==> src/rtl/password_updater_pkg.sv <==
// Shared controller constants: password packing, RAM geometry and the
// updater state encoding. The password checker packs digits the same way.
package password_updater_pkg;

    localparam int PASS_W     = 24;
    localparam int DIGITS     = 6;
    localparam int DIGIT_W    = 4;
    localparam int CNT_W      = 3;
    localparam int PID_W      = 3;
    localparam int RAM_ADDR_W = 5;

    typedef logic [3:0] state_t;

    localparam state_t S_IDLE       = 4'd0;
    localparam state_t S_ENTER_NEW  = 4'd1;
    localparam state_t S_ENTER_CONF = 4'd2;
    localparam state_t S_COMPARE    = 4'd3;
    localparam state_t S_WRITE      = 4'd4;
    localparam state_t S_RD_ADDR    = 4'd5;
    localparam state_t S_RD_WAIT    = 4'd6;
    localparam state_t S_RD_CATCH   = 4'd7;
    localparam state_t S_VERIFY     = 4'd8;

    // BCD filter: nibbles above 9 are not digits.
    function automatic logic digit_ok(input logic [DIGIT_W-1:0] d);
        return d <= 4'd9;
    endfunction

    // MSB-first packing: the earliest digit ends up in the top nibble.
    function automatic logic [PASS_W-1:0] shift_digit(input logic [PASS_W-1:0] w,
                                                      input logic [DIGIT_W-1:0] d);
        return {w[PASS_W-DIGIT_W-1:0], d};
    endfunction

endpackage

==> src/rtl/password_updater_if.sv <==
// Password RAM port: the updater drives address/data/we, the RAM returns rdata.
interface password_updater_if
    import password_updater_pkg::*;
#(
    parameter int ADDR_W = RAM_ADDR_W
) ();
    logic [ADDR_W-1:0] RAM_addr;
    logic [PASS_W-1:0] RAM_wdata;
    logic              RAM_we;
    logic [PASS_W-1:0] RAM_rdata;

    modport master (output RAM_addr, RAM_wdata, RAM_we, input RAM_rdata);
    modport slave  (input RAM_addr, RAM_wdata, RAM_we, output RAM_rdata);
endinterface

==> src/rtl/password_updater_pswd_digit_collector.sv <==
// Six-digit BCD collector. word_nxt is the word including the digit being
// accepted this cycle, so the owner can load it on the same edge full fires.
module pswd_digit_collector
    import password_updater_pkg::*;
(
    input  logic               clk,
    input  logic               rst,
    input  logic               clear,
    input  logic               en,
    input  logic               strobe,
    input  logic [DIGIT_W-1:0] digit,
    output logic [PASS_W-1:0]  word_nxt,
    output logic               full
);
    logic [PASS_W-1:0] word_q;
    logic [CNT_W-1:0]  cnt_q;
    logic              accept;

    assign accept   = en && strobe && digit_ok(digit);
    assign full     = accept && (cnt_q == CNT_W'(DIGITS - 1));
    assign word_nxt = shift_digit(word_q, digit);

    // Shift accepted digits in; restart after the sixth so the next entry starts clean.
    always_ff @(posedge clk) begin
        if (!rst || clear || full) begin
            word_q <= '0;
            cnt_q  <= '0;
        end else if (accept) begin
            word_q <= word_nxt;
            cnt_q  <= cnt_q + 1'b1;
        end
    end
endmodule

==> src/rtl/password_updater.sv <==
// Password change sequencer: collect new + confirm passwords, write the RAM
// at the player's ID, read it back after RD_LAT cycles and report the outcome.
module password_updater
    import password_updater_pkg::*;
#(
    parameter int RD_LAT = 3,
    parameter int ADDR_W = RAM_ADDR_W
) (
    input  logic               clk,
    input  logic               rst,
    input  logic               loggedin,
    input  logic               isGuestIN,
    input  logic [PID_W-1:0]   internalPlayerIDIN,
    input  logic               b_change,
    input  logic               b_password,
    input  logic [DIGIT_W-1:0] passwordDigit,
    password_updater_if.master ram,
    output logic               busy,
    output logic               changeDone,
    output logic               changeFail
);
    localparam int WCW = (RD_LAT > 2) ? $clog2(RD_LAT) : 1;

    state_t            state, nxt;
    logic [PASS_W-1:0] new_pass, conf_pass, cap;
    logic [PID_W-1:0]  player_id;
    logic [WCW-1:0]    wait_cnt;
    logic [PASS_W-1:0] col_word;
    logic              col_full, col_en, can_change;

    logic [ADDR_W-1:0] addr_n;
    logic [PASS_W-1:0] wdata_n;
    logic              we_n, busy_n, done_n, fail_n;

    assign can_change = loggedin && !isGuestIN;
    assign col_en     = loggedin && (state == S_ENTER_NEW || state == S_ENTER_CONF);

    pswd_digit_collector u_col (
        .clk      (clk),
        .rst      (rst),
        .clear    (state == S_IDLE),
        .en       (col_en),
        .strobe   (b_password),
        .digit    (passwordDigit),
        .word_nxt (col_word),
        .full     (col_full)
    );

    // State register.
    always_ff @(posedge clk) begin
        if (!rst) state <= S_IDLE;
        else      state <= nxt;
    end

    // Next state; logout aborts only before the write is issued.
    always_comb begin
        nxt = state;
        case (state)
            S_IDLE:       if (b_change && can_change) nxt = S_ENTER_NEW;
            S_ENTER_NEW:  if (!loggedin) nxt = S_IDLE;
                          else if (col_full) nxt = S_ENTER_CONF;
            S_ENTER_CONF: if (!loggedin) nxt = S_IDLE;
                          else if (col_full) nxt = S_COMPARE;
            S_COMPARE:    nxt = (loggedin && new_pass == conf_pass) ? S_WRITE : S_IDLE;
            S_WRITE:      nxt = S_RD_ADDR;
            S_RD_ADDR:    nxt = (RD_LAT > 1) ? S_RD_WAIT : S_RD_CATCH;
            S_RD_WAIT:    if (wait_cnt == WCW'(RD_LAT - 2)) nxt = S_RD_CATCH;
            S_RD_CATCH:   nxt = S_VERIFY;
            S_VERIFY:     nxt = S_IDLE;
            default:      nxt = S_IDLE;
        endcase
    end

    // Next output values, derived from the state being entered so outputs can be registered.
    always_comb begin
        addr_n  = '0;
        wdata_n = '0;
        we_n    = 1'b0;
        busy_n  = (nxt != S_IDLE);
        done_n  = (state == S_VERIFY) && (cap == new_pass);
        fail_n  = ((state == S_IDLE) && b_change && !can_change)
               || ((state == S_COMPARE) && loggedin && (new_pass != conf_pass))
               || ((state == S_VERIFY) && (cap != new_pass));
        if (nxt inside {S_WRITE, S_RD_ADDR, S_RD_WAIT, S_RD_CATCH, S_VERIFY})
            addr_n = ADDR_W'(player_id);
        if (nxt == S_WRITE) begin
            wdata_n = new_pass;
            we_n    = 1'b1;
        end
    end

    // Registered outputs.
    always_ff @(posedge clk) begin
        if (!rst) begin
            ram.RAM_addr  <= '0;
            ram.RAM_wdata <= '0;
            ram.RAM_we    <= 1'b0;
            busy          <= 1'b0;
            changeDone    <= 1'b0;
            changeFail    <= 1'b0;
        end else begin
            ram.RAM_addr  <= addr_n;
            ram.RAM_wdata <= wdata_n;
            ram.RAM_we    <= we_n;
            busy          <= busy_n;
            changeDone    <= done_n;
            changeFail    <= fail_n;
        end
    end

    // Datapath: session ID, both password words, readback capture and read-latency counter.
    always_ff @(posedge clk) begin
        if (!rst) begin
            new_pass  <= '0;
            conf_pass <= '0;
            cap       <= '0;
            player_id <= '0;
            wait_cnt  <= '0;
        end else begin
            case (state)
                S_IDLE: if (b_change && can_change) begin
                    player_id <= internalPlayerIDIN;
                    new_pass  <= '0;
                    conf_pass <= '0;
                end
                S_ENTER_NEW:  if (col_full) new_pass  <= col_word;
                S_ENTER_CONF: if (col_full) conf_pass <= col_word;
                S_RD_ADDR:    wait_cnt <= '0;
                S_RD_WAIT:    wait_cnt <= wait_cnt + 1'b1;
                S_RD_CATCH:   cap      <= ram.RAM_rdata;
                default: ;
            endcase
        end
    end
endmodule

==> src/flat_wrapper.sv <==
// flat-port wrapper written by rule: the top's interface ports become plain ports
module password_updater_flat import password_updater_pkg::*;
#(
    parameter int RD_LAT = 3,
    parameter int ADDR_W = RAM_ADDR_W
)
  (clk, rst, loggedin, isGuestIN, internalPlayerIDIN, b_change, b_password, passwordDigit, busy, changeDone, changeFail, ram_RAM_addr, ram_RAM_wdata, ram_RAM_we, ram_RAM_rdata);
  password_updater_if #(.ADDR_W(ADDR_W)) ram_i ();
  input  logic clk;
  input  logic rst;
  input  logic loggedin;
  input  logic isGuestIN;
  input  logic [PID_W-1:0] internalPlayerIDIN;
  input  logic b_change;
  input  logic b_password;
  input  logic [DIGIT_W-1:0] passwordDigit;
  output logic busy;
  output logic changeDone;
  output logic changeFail;
  output wire logic [$bits(ram_i.RAM_addr)-1:0] ram_RAM_addr;
  output wire logic [$bits(ram_i.RAM_wdata)-1:0] ram_RAM_wdata;
  output wire logic [$bits(ram_i.RAM_we)-1:0] ram_RAM_we;
  input wire logic [$bits(ram_i.RAM_rdata)-1:0] ram_RAM_rdata;
  assign ram_RAM_addr = ram_i.RAM_addr;
  assign ram_RAM_wdata = ram_i.RAM_wdata;
  assign ram_RAM_we = ram_i.RAM_we;
  assign ram_i.RAM_rdata = ram_RAM_rdata;
  password_updater #(.RD_LAT(RD_LAT), .ADDR_W(ADDR_W)) u_core (.clk(clk), .rst(rst), .loggedin(loggedin), .isGuestIN(isGuestIN), .internalPlayerIDIN(internalPlayerIDIN), .b_change(b_change), .b_password(b_password), .passwordDigit(passwordDigit), .ram(ram_i), .busy(busy), .changeDone(changeDone), .changeFail(changeFail));
endmodule
==> config.mk <==
export PLATFORM = sky130hd
export DESIGN_NAME = password_updater_flat
export DESIGN_NICKNAME = d
export VERILOG_FILES = /design/src/rtl/password_updater_pkg.sv /design/src/rtl/password_updater_if.sv /design/src/rtl/password_updater_pswd_digit_collector.sv /design/src/rtl/password_updater.sv /design/src/flat_wrapper.sv
export SDC_FILE = /design/constraint.sdc
export NUM_CORES = 1
export LEC_CHECK = 0
export ABC_AREA = 1
export BUFFER_PORTS_ARGS = -buffer_cell sky130_fd_sc_hd__buf_2
export CORE_ASPECT_RATIO = 0.9
export CORE_MARGIN = 5
export CORE_UTILIZATION = 45
export CTS_BUF_LIST = sky130_fd_sc_hd__clkbuf_4 sky130_fd_sc_hd__clkbuf_8
export DETAILED_ROUTE_END_ITERATION = 10
export HOLD_SLACK_MARGIN = 0.15
export PLACE_DENSITY = 0.68
export SYNTH_ARGS = -nofsm -noshare
export SYNTH_HDL_FRONTEND = slang
export SYNTH_SLANG_ARGS = --single-unit
==> constraint.sdc <==
create_clock -name clk -period 3.6 [get_ports clk]
set_input_delay 0.18 -clock clk [delete_from_list [all_inputs] [get_ports clk]]
set_output_delay 0.18 -clock clk [all_outputs]
set_load 0.02 [all_outputs]
==> qor.txt <==
kind of end point of the critical path: flop
number of filler cells placed in the layout: 1117
crit-path max FO: 30
largest family of logic cells by synthesized area: simple AND/OR/NAND/NOR gates
clk_lat worst skew: 0.45 ns
clock sink count: 135
share of the synthesized area in compound gates (AO/OA/AOI/OAI): 13.1%
cells on worst reg2reg path: 10
simple-gate share of the synthesized area: 25.3%
antenna violations before repair: 0
Antenna Nets Post-Route: 0
run status: finished, final reports clean
Starting DRT DRC Count: 454
worst hold stages: 3
netlist area before placement: 5590 um^2
Area contributors post-synth: sky130_fd_sc_hd__dfxtp_1 48%, sky130_fd_sc_hd__nand2_1 9.5%, sky130_fd_sc_hd__a21oi_1 6.8%, sky130_fd_sc_hd__nor2_1 5.4%, sky130_fd_sc_hd__nand3_1 5.3%
die height: 116 um
average via count per standard cell: 4.99
most used cells in the layout excluding fill and tap cells: 141 x sky130_fd_sc_hd__nand2_1, 135 x sky130_fd_sc_hd__dfxtp_1, 80 x sky130_fd_sc_hd__nor2_1
wire length of the first global-routing pass: 22700 um
yosys synthesis warning count: 0
Post-Route Setup TNS: 0 ns
number of nets in the final layout: 864
classification of the worst setup path: flop to flop
H-tree lvl count: 4
reg-to-reg startpoint: u_core.state[3]
number of port buffers: 67
setup repair after global routing missed its margin: false
most common cell after layout, fill and taps aside: sky130_fd_sc_hd__nand2_1
GRT Overall Usage: 19.7%
floorplan core area: 12100 um^2
final worst path period need: 2.65 ns
static power due to leakage: 2.80 nW
setup repair bufs after CTS: 0
pre-CTS setup slack: 1.03 ns
startpoint of the worst hold path: rst
TritonCTS clock tree: done
top flip-flop cell by instance count after synthesis: sky130_fd_sc_hd__dfxtp_1
post-route DRC violation count: 0
share of final-layout standard cells stronger than drive strength 1: 17.3%
Max-cap violations: 0
maximum number of pins on one net before global-route repair: 60
library cells used by synthesis: 36
post-layout worst setup margin: 0.949 ns
Layout Area Growth over Synthesis: 21.4%
Total Die Area: 14700 um^2
portion of synthesized cell area occupied by the leading cell type: 48.4%
mux contribution to synthesized area: 0%
startpoint types: flop
Cell Rows: 38
Congestion Overflow GR: 0
signal arrival time at the worst endpoint: 3.03 ns
First-pass DRT Iterations: 5
root buf cell: sky130_fd_sc_hd__clkbuf_8
power density relative to cell area: 462 nW/um^2
placed wire-length estimate: 9560 um
FMAX: 0.377 GHz
CP required: 3.98 ns
ant diodes: 0
ratio of final minimum period to clock period: 73.6%
sequential share of the synthesized area: 48.4%
initial cell density of the core: 46.1%
number of hold-slack violations in the final timing report: 0
adder-cell share of the synthesized area: 0.672%
register-to-register path setup slack: 0.95 ns
worst-case headroom to the max-slew limit: 48.6%
number of max-slew violations in the final report: 0
Worst VDD drop: 0.238 mV
Least-Margin Pin Slew: 0.767 ns
Die X-Extent: 127 um
Num CTS Buffers: 17
end of the worst hold path: u_core.state[1]
largest stage delay on the critical path: 0.63 ns
maximum buffer depth of the clock tree: 2
number of flops mapped to enable cells by yosys: 0
number of vias after detailed routing: 4980
total of endpoints with negative setup slack in the final report: 0
critical register-to-register path endpoint: u_core.new_pass[12]
CP max-delay cell: sky130_fd_sc_hd__inv_1
Reg clk slew, reported paths: 0.07 ns
IO Pins: 70
worst-case clock skew: 0.0131 ns
cell accounting for the most synthesized area: sky130_fd_sc_hd__dfxtp_1
Synth Area in XOR/XNOR: 4.70%
routability cong.: 0.846
synthesized area per cell: 7.58 um^2
worst hold-check path type: input pin to flop
detail-routed net length per standard cell: 14.2 um
async set-or-reset flop fraction in the synthesized netlist: 0%
number of global-route vias before repair: 4650
sequence of cells on the critical path: nor2_2 > buf_4 > nand3_1 > nand2_2 > nand3_4 > nand2_1 > nand2_2 > inv_1 > nand3_1 > a21oi_1
Mapped Cells: 737
wire length reported by the detailed router: 14200 um
number of storage elements in the synthesis netlist: 135
## Yosys cell counts (2+ instances only)
cell type / n
sky130_fd_sc_hd__a21oi_1: 76
sky130_fd_sc_hd__a31oi_1: 2
sky130_fd_sc_hd__buf_1: 3
sky130_fd_sc_hd__buf_2: 11
sky130_fd_sc_hd__buf_4: 2
sky130_fd_sc_hd__buf_6: 2
sky130_fd_sc_hd__clkbuf_1: 20
sky130_fd_sc_hd__dfxtp_1: 135
sky130_fd_sc_hd__ha_1: 3
sky130_fd_sc_hd__inv_1: 65
sky130_fd_sc_hd__inv_2: 2
sky130_fd_sc_hd__nand2_1: 141
sky130_fd_sc_hd__nand2_2: 4
sky130_fd_sc_hd__nand3_1: 59
sky130_fd_sc_hd__nand3_4: 2
sky130_fd_sc_hd__nand4_1: 5
sky130_fd_sc_hd__nor2_1: 81
sky130_fd_sc_hd__nor2_2: 20
sky130_fd_sc_hd__nor3_1: 2
sky130_fd_sc_hd__o21ai_0: 55
sky130_fd_sc_hd__or2_2: 4
sky130_fd_sc_hd__xnor2_1: 26
sky130_fd_sc_hd__xor2_1: 4
## how the worst max path moves through the flow
| stage | startpoint | end | slack (ns) | cells past startpoint |
|---|---|---|---|---|
| final | u_core.state[3] | u_core.new_pass[12] | 0.95 | 10 |
| after global routing | u_core.state[3] | u_core.u_col.word_q[6] | 0.69 | 8 |
| after CTS | u_core.state[3] | u_core.new_pass[21] | 0.98 | 10 |
| after detailed placement | u_core.state[3] | u_core.new_pass[12] | 1.03 | 10 |
| after global placement | u_core.state[3] | u_core.new_pass[12] | 1.15 | 10 |
| after floorplan | u_core.state[1] | u_core.ram.RAM_wdata[13] | 1.99 | 11 |
## power by group
| group | internal, mW | switching (mW) |
|---|---|---|
| registers | 1.51 | 0.0127 |
| clock network | 0.870 | 0.562 |
| logic | 0.0725 | 0.101 |
## sequential cells by signal, summed over array words and instances (netlist names), 2 cells and up
signal	cells
u_core.state	4
u_core.cap	24
u_core.ram.RAM_wdata	24
u_core.new_pass	24
u_core.conf_pass	24
u_core.player_id	3
u_core.ram.RAM_addr	3
u_core.u_col.word_q	20
u_core.wait_cnt	2
u_core.u_col.cnt_q	3
## layout make-up
type	instances	area [um^2]	share of cell area [%]
clock buffers	25	325	4.80
clock inverters	7	139	2.05
flip-flops and latches	135	2700	39.9
inverters	68	255	3.76
multi-input cells	497	2460	36.3
repair buffers	105	701	10.3
well taps	160	200	2.95
## cells by family after synthesis
group	count (synthesis)
adders and majority gates	3
and+or+nand+nor	321
buffers and inverters	106
AOI/OAI and AO/OA	141
DFF	135
xor gates and xnor gates	30
other	1
## what timing repair did
action / in CTS / in global routing
endpoints found under the hold margin: 38 / 0
gates resized for setup: 0 / 0
hold buffers: 32 / 0
## worst max-delay path, delay by kind of cell (launching register included)
family,cells,cell delay (ns)
flip-flops,1,0.36
AO/OA/AOI/OAI,1,0.18
buffers and inverters,2,0.94
AND/OR/NAND/NOR,7,1.08
## routing by layer
layer	GRT usage, %	up-vias	wire, um
met2	31.8	134	6420
met5	0	-	0
met4	7.51	0	263
li1	-	2526	-
met3	5.35	22	901
met1	25.4	2298	6590
## through the flow
stage / util, % / hold slack, ns / instance area (um^2) / power [mW] / cells
6_report: 55.9 / 0.203 / 6780 / 3.13 / 997
5_1_grt: 55.9 / 0.212 / 6780 / 3.24 / 997
4_1_cts: 55.9 / 0.164 / 6780 / 3.15 / 997
3_5_place_dp: 49.5 / 0.411 / 6000 / 1.70 / 933
3_3_place_gp: 49.5 / 0.404 / 6000 / 1.70 / 933
2_1_floorplan: - / 0.315 / 5590 / 1.65 / 738
(Power assumes the default switching activity.)
